<file path="src/rtl/ethernet_tx_sequencer.sv">
// Streams one AXI-stream frame into the Ethernet core's TX buffer over MMIO:
// poll TX ready, write frame words, write frame size, then write send.
module ethernet_tx_sequencer #(
    parameter int unsigned axis_width_p  = 64,
    parameter int unsigned buf_size_p    = 2048,
    parameter logic [15:0] status_addr_p = 16'h0010,
    parameter logic [15:0] size_addr_p   = 16'h0018,
    parameter logic [15:0] send_addr_p   = 16'h001C,
    parameter logic [15:0] buf_base_p    = 16'h1800
) (
    input  logic                      clk_i,
    input  logic                      reset_n_i,
    input  logic [axis_width_p-1:0]   s_data_i,
    input  logic [axis_width_p/8-1:0] s_keep_i,
    input  logic                      s_last_i,
    input  logic                      s_valid_i,
    output logic                      s_ready_o,
    output logic [15:0]               addr_o,
    output logic                      write_en_o,
    output logic                      read_en_o,
    output logic [1:0]                op_size_o,
    output logic [axis_width_p-1:0]   write_data_o,
    input  logic [axis_width_p-1:0]   read_data_i,
    input  logic                      read_data_v_i,
    output logic                      busy_o,
    output logic                      done_o,
    output logic                      drop_o
);

    localparam int unsigned cnt_w_p  = $clog2(buf_size_p) + 1;
    localparam int unsigned keep_w_p = axis_width_p / 8;

    typedef enum logic [2:0] {
        IDLE,
        POLL_REQ,
        POLL_WAIT,
        STREAM,
        DRAIN,
        SIZE,
        SEND
    } state_t;

    state_t               state;
    logic [cnt_w_p-1:0]   byte_cnt;
    logic [cnt_w_p-1:0]   keep_cnt;
    logic                 accept;
    logic                 overflow;
    logic                 unused_read_bits;

    assign accept           = s_valid_i && s_ready_o;
    assign overflow         = (32'(byte_cnt) + 32'd8) > 32'(buf_size_p);
    assign unused_read_bits = ^read_data_i[axis_width_p-1:1];

    always_comb begin
        keep_cnt = '0;
        for (int unsigned i = 0; i < keep_w_p; i++) begin
            keep_cnt = keep_cnt + cnt_w_p'(s_keep_i[i]);
        end
    end

    // Outputs are loaded on the transition into a state, so every strobe
    // appears in the cycle after the decision that caused it.
    always_ff @(posedge clk_i or negedge reset_n_i) begin
        if (!reset_n_i) begin
            state        <= IDLE;
            byte_cnt     <= '0;
            s_ready_o    <= 1'b0;
            addr_o       <= '0;
            write_en_o   <= 1'b0;
            read_en_o    <= 1'b0;
            op_size_o    <= '0;
            write_data_o <= '0;
            busy_o       <= 1'b0;
            done_o       <= 1'b0;
            drop_o       <= 1'b0;
        end else begin
            write_en_o <= 1'b0;
            read_en_o  <= 1'b0;
            done_o     <= 1'b0;
            drop_o     <= 1'b0;
            case (state)
                IDLE: begin
                    if (s_valid_i) begin
                        state     <= POLL_REQ;
                        busy_o    <= 1'b1;
                        read_en_o <= 1'b1;
                        addr_o    <= status_addr_p;
                        op_size_o <= 2'd2;
                    end
                end
                POLL_REQ: begin
                    state <= POLL_WAIT;
                end
                POLL_WAIT: begin
                    if (read_data_v_i) begin
                        if (read_data_i[0]) begin
                            state     <= STREAM;
                            s_ready_o <= 1'b1;
                        end else begin
                            state     <= POLL_REQ;
                            read_en_o <= 1'b1;
                            addr_o    <= status_addr_p;
                            op_size_o <= 2'd2;
                        end
                    end
                end
                STREAM: begin
                    if (accept) begin
                        if (overflow) begin
                            // An oversized frame whose last beat is the overflowing one has nothing left to drain.
                            if (s_last_i) begin
                                state     <= IDLE;
                                s_ready_o <= 1'b0;
                                busy_o    <= 1'b0;
                                drop_o    <= 1'b1;
                                byte_cnt  <= '0;
                            end else begin
                                state <= DRAIN;
                            end
                        end else begin
                            write_en_o   <= 1'b1;
                            addr_o       <= buf_base_p + 16'(byte_cnt);
                            op_size_o    <= 2'd3;
                            write_data_o <= s_data_i;
                            byte_cnt     <= byte_cnt + keep_cnt;
                            if (s_last_i) begin
                                state     <= SIZE;
                                s_ready_o <= 1'b0;
                            end
                        end
                    end
                end
                DRAIN: begin
                    if (accept && s_last_i) begin
                        state     <= IDLE;
                        s_ready_o <= 1'b0;
                        busy_o    <= 1'b0;
                        drop_o    <= 1'b1;
                        byte_cnt  <= '0;
                    end
                end
                SIZE: begin
                    if (byte_cnt == '0) begin
                        state  <= IDLE;
                        busy_o <= 1'b0;
                        drop_o <= 1'b1;
                    end else begin
                        state        <= SEND;
                        write_en_o   <= 1'b1;
                        addr_o       <= size_addr_p;
                        op_size_o    <= 2'd2;
                        write_data_o <= axis_width_p'(byte_cnt);
                    end
                end
                SEND: begin
                    state        <= IDLE;
                    busy_o       <= 1'b0;
                    write_en_o   <= 1'b1;
                    addr_o       <= send_addr_p;
                    op_size_o    <= 2'd2;
                    write_data_o <= axis_width_p'(1);
                    done_o       <= 1'b1;
                    byte_cnt     <= '0;
                end
                default: begin
                    state <= IDLE;
                end
            endcase
        end
    end

endmodule

</file>
<file path="config.mk">
export PLATFORM = sky130hd
export DESIGN_NAME = ethernet_tx_sequencer
export DESIGN_NICKNAME = d
export VERILOG_FILES = /design/src/rtl/ethernet_tx_sequencer.sv
export SDC_FILE = /design/constraint.sdc
export NUM_CORES = 1
export LEC_CHECK = 0
export ABC_AREA = 0
export CAP_MARGIN = 20
export CORE_ASPECT_RATIO = 0.8
export CORE_MARGIN = 1
export CORE_UTILIZATION = 43
export CTS_CLUSTER_DIAMETER = 40
export DETAILED_ROUTE_END_ITERATION = 10
export GPL_TIMING_DRIVEN = 0
export PLACE_DENSITY_LB_ADDON = 0.05
export SLEW_MARGIN = 20
export SYNTH_ARGS = -nofsm -noshare
export SYNTH_HDL_FRONTEND = slang
export SYNTH_SLANG_ARGS = --single-unit
</file>
<file path="constraint.sdc">
create_clock -name clk_i -period 4.3 [get_ports clk_i]
set_clock_uncertainty 0.1 [all_clocks]
set_input_delay 0.86 -clock clk_i [delete_from_list [all_inputs] [get_ports clk_i]]
set_output_delay 0.86 -clock clk_i [all_outputs]
set_load 0.02 [all_outputs]
</file>
* Yosys cells after proc, flatten, opt, wreduce, memory -nomap -nowiden
Cells that the tools add are included.
Storage, ports and cells: register bits after elaboration 103, latch bits 0, RAM bits 0, ROM bits 0, bits of input ports 141, output and inout port bits 88, memories kept 0
Cells by class: add/subtract/negate cells 10, $mul 0, div/mod/pow operators 0, order comparisons 1, equal/unequal tests 19, shift operators 0, muxes and demuxes 59, bitwise logic cells 0, reductions and logical operators 15
Operator list (count):
- two-way mux 64 bit | 3
- case mux 64 bit (3 select lines) | 1
- two-way mux 16 bit | 6
- case mux 16 bit (5 select lines) | 1
- two-way mux 12 bit | 4
- case mux 12 bit (3 select lines) | 1
- two-way mux 3 bit | 8
- != test 2 bit (second input constant) | 11
- two-way mux 1 bit | 21
- case mux 3 bit (6 select lines) | 1
- adder 13 x 12 -> 14 bit (first input constant) | 1
- two-way mux 2 bit | 7
- AND reduction 7 bit | 2
- adder 12 x 4 -> 13 bit (second input constant) | 1
- > comparator 13 x 12 -> 1 bit (second input constant) | 1
- adder 12 x 8 -> 12 bit | 1
- zero test 12 bit | 1
- case mux 2 bit (5 select lines) | 1
- nonzero test 5 bit | 2
- equality test 3 bit (second input constant) | 3
- case mux 1 bit (3 select lines) | 3
- nonzero test 3 bit | 3
- adder 7 x 1 -> 8 bit | 1
- AND reduction 4 bit | 2
- other kinds (15) | 18

* Longest topological paths before layout
depth after elaboration 11, mapped depth 13, depth with buffers taken out 13

* Worst setup path before layout
No wires, ideal clock.
path kind input -> register, start point input port s_keep_i[0], end point register byte_cnt[10], setup time 144 ps, arrival time 3965 ps, required time 4056 ps, slack 91 ps, cell stages on the path 11, buffers on the path 0, path through fa_1 inv_1 fa_1 fa_1 fa_1 fa_1 nand2b_1 a21boi_0 o2111ai_1 o21ai_0 o221ai_1
Between the ends: cells in the longest elaborated chain, start to end 11
Ends and longest elaborated chain:
- from (decl) | line 14 | input logic [axis_width_p/8-1:0] s_keep_i,
- adder 1 x 1 -> 2 bit | line 57 | keep_cnt = keep_cnt + cnt_w_p'(s_keep_i[i]);
- adder 2 x 1 -> 3 bit | line 57
- adder 3 x 1 -> 4 bit | line 57
- adder 4 x 1 -> 5 bit | line 57
- adder 5 x 1 -> 6 bit | line 57
- adder 6 x 1 -> 7 bit | line 57
- adder 7 x 1 -> 8 bit | line 57
- adder 12 x 8 -> 12 bit | line 125 | byte_cnt <= byte_cnt + keep_cnt;
- two-way mux 12 bit | line 109 | if (overflow) begin
- two-way mux 12 bit | line 108 | if (accept) begin
- case mux 12 bit (3 select lines) | line 81 | case (state)
- to (signal assigned) | line 125
- to (decl) | line 44 | logic [cnt_w_p-1:0] byte_cnt;
No other way between the ends. The select of a mux whose other input is x is not followed. A chain may end at the register's enable or synchronous reset.

* Worst setup path after layout
Ends and elaborated chain as after synthesis.

==> flow_summary_export.csv <==
group,metric,value,unit
critical_path,cp_num_buf_inv,2,
synthesis,ys.flop_type,"dfrtp_1",
synthesis,synth_area_leader_cell,"dfrtp_1",
drt,drt_iter0_drc,336,
sta,maxSlewHeadroom,0.527,
clocking,cts_max_level,3,
place,portBuffers,163,
drt,route.detailed.drc,15,
power,cellPowerDensity,704,mW/mm2
critical_path,slowest_delay,570,ps
drt,post_drt_via_cell_ratio,5.73,
grt,grt_pass1_vias,4830,
floorplan,ios,229,
sta,fmax,0.238,GHz
critical_path,critPathTopFamily,"adder cells",
floorplan,initial_core_util,0.449,
critical_path,cpMostUsedCell,"fa_1",
synthesis,synth_edf_count,0,
finish,fillers,946,
critical_path,crit_type,"in -> reg",
clocking,clkTransAtPathRegs,70,ps
critical_path,required,4400,ps
synthesis,synth_area,0.00525,mm2
synthesis,ys_ff_latch,100,
run_status,outcome,"finished, violations left",
sta,fin_crit,4190,ps
sta,finalHoldViolCount,0,
critical_path,crit_chain,"dlymetal6s2s_1 -> fa_1 -> inv_1 -> fa_1 -> fa_1 -> fa_2 -> fa_2 -> nand2b_4 -> a21boi_4 -> o2111ai_4 -> o21ai_1 -> o221ai_1",
synthesis,synth_top_area_frac,0.477,
run,cap_violations,0,
grt,grt_pass1_wl,25500,um
drt,routed_wl,16100,um
floorplan,fp.dieW,126,um
grt,antenna_found_initial,0,
drt,vias,5015,
place,dp_slack,-705,ps
finish,syn_to_final_growth,42.4,%
critical_path,setup.worst_path.end,"byte_cnt[10]",
drt,ant_nets,0,
synthesis,synth_async_sr_flop_share,1.00,
floorplan,die_y,101,um
power,p_leak,3.19,nW
critical_path,worstReg2RegStart,"byte_cnt[0]",
min_path,hold_class,"in -> async",
finish,antenna_cells,0,
critical_path,cp-end-kind,"flop",
synthesis,synth_area_leaders,"dfrtp_1 48%, nand4_1 6.6%, o21ai_0 6.4%, nand2_1 5.2%, a22o_1 3.5%",
synthesis,syn_area_per_cell,9.65,um2
place,hpwl,11700,um
place,place_congestion,0.889,
synthesis,yosys_warnings,0,
sta,finalSetupTns,0,ps
sta,fin_crit_sh,0.976,
critical_path,crit_fanout,4,
floorplan,die_area,0.0127,mm2
critical_path,crit_start,"s_keep_i[0]",
clocking,cts_buffers,9,
synthesis,ys_types,60,
run_status,violations,"design-rule violations",
sta,setup_viol,0,
synthesis,syn_inst,544,
drt,first_pass_iters,8,
drt,post_drt_wl_per_cell,18.4,um
sta,slew_violations,0,
critical_path,worst_setup_path_start_kind,"input pin",
sta,setup_slack,105,ps
clocking,clkLatencyLatePin,350,ps
finish,nNetsFinal,875,
critical_path,crit_cells,12,
sta,worst_pin_slew,706,ps
grt,grt_max_degree,81,
floorplan,num_rows,35,
sta,rsz0062_at_grt,"false",
finish,drive_gt1_frac,0.106,
floorplan,core,0.0117,mm2
synthesis,ys_seq_area_frac,0.477,
critical_path,worstPathArrival,4290,ps
critical_path,r2r-end,"byte_cnt[10]",
clocking,clock_path_buffers,2,
critical_path,crit_slowest_cell,"fa_1",
critical_path,r2r_cells,10,
clocking,cts_tree,"built",
power,peakVddDrop,0.378,mV
critical_path,ff2ff_setup_slack,760,ps
grt,grt_overflow,0,
clocking,root_buffer,"clkbuf_16",
clocking,cts.sinks,100,
grt,grt_usage,0.258,
==> worst reg2reg max path, delay by kind of cell (launching register included) <==
kind	cells	cell delay, ps
fa+ha+maj	4	1800
compound gates	4	710
flops	1	430
buf+inv	1	190
simple gates	1	160
==> area by class of cell <==
class,instances,area [um2],area share
inverter,27,101,0.0136
buffer,51,304,0.0407
timing repair buffer,166,1690,0.226
clock buffer,9,225,0.0301
sequential,100,2500,0.335
tap,148,185,0.0248
clock inverter,7,75.1,0.0100
multi-input combinational,367,2390,0.320
==> synthesized netlist by cell type (all sizes together), types with 2 or more instances <==
cell / count
o41ai: 3
nand3: 10
mux2: 13
nand2: 73
xor2: 2
inv: 27
clkbuf: 21
a31oi: 5
mux2i: 3
o211ai: 5
a31o: 2
ha: 7
and3: 4
a21oi: 6
and2: 3
o221ai: 7
buf: 30
nor2b: 3
a21boi: 4
nand2b: 6
dfrtp: 100
a211oi: 3
o21a: 2
o31ai: 5
a21o: 2
nand4: 56
fa: 5
nor4: 2
xnor2: 4
o21ai: 68
nor3: 7
nand4b: 2
nor2: 21
a22o: 21
==> metrics by stage <==
step	util	power, mW	cells	cell area, um2	hold WS, ps
after floorplan	-	3.16	545	5250	415
after global placement	0.605	4.29	856	7070	353
after detailed placement	0.607	4.37	857	7100	357
after CTS	0.635	5.22	874	7420	258
after global routing	0.639	5.57	875	7470	261
final	0.639	5.26	875	7470	251
==> layout by cell type (no fill, tap or decap), types with 8 or more instances in the layout <==
cell type        count
nor2_1              17
nand4_1             55
a22o_1              21
clkbuf_1            20
buf_6               11
nand3_1             10
clkbuf_16            9
mux2_1               9
o21ai_0             65
buf_2               14
nand2_1             73
inv_1               26
clkdlybuf4s50_1    159
dfrtp_1            100
buf_4                8
==> registers in the layout (all words and copies together), names as in the netlist <==
name	count
byte_cnt	12
drop_o	1
write_data_o	64
done_o	1
s_ready_o	1
state	3
op_size_o	2
read_en_o	1
addr_o	13
write_en_o	1
busy_o	1
==> report_power, final <==
group / total [mW] / switching [mW] / internal [mW] / leakage (nW)
Clock: 0.828 / 0.374 / 0.454 / 0.143
Combinational: 2.85 / 1.66 / 1.19 / 1.74
Sequential: 1.58 / 0.247 / 1.33 / 1.30
Total: 5.26 / 2.28 / 2.98 / 3.19
==> worst min path at each step <==
stage	startpoint	endpoint	cells past startpoint
6_report	reset_n_i	done_o	1
5_1_grt	reset_n_i	done_o	1
4_1_cts	reset_n_i	done_o	1
3_5_place_dp	op_size_o[1]	op_size_o[1]	1
3_3_place_gp	op_size_o[1]	op_size_o[1]	1
2_1_floorplan	byte_cnt[0]	byte_cnt[0]	2
==> routing by layer <==
metal | global-route usage | wire length (um) | vias to the layer above
met4 | 0.0741 | 261 | 0
met5 | 0 | 0 | -
met1 | 0.370 | 7480 | 2465
li1 | - | - | 2320
met2 | 0.391 | 7120 | 203
met3 | 0.0589 | 1260 | 27
==> timing repair <==
| item | CTS | global route |
|---|---|---|
| resized for setup | 6 | 11 |
| setup endpoints to repair | 8 | 6 |
| pin swaps | 1 | 6 |
| buffers inserted | 1 | 1 |
| endpoints found under the hold margin | 0 | 0 |
| hold buffers | 0 | 0 |
==> cell families after synthesis <==
group	after synthesis	share of synthesized area
flops	100	0.477
simple gates	190	0.186
xor+xnor	6	0.0100
fa+ha+maj	12	0.0358
other cells	1	0.000714
mux	16	0.0336
compound gates	141	0.180
buf+inv	78	0.0772
Note: power is estimated with default switching activity, not from simulation.
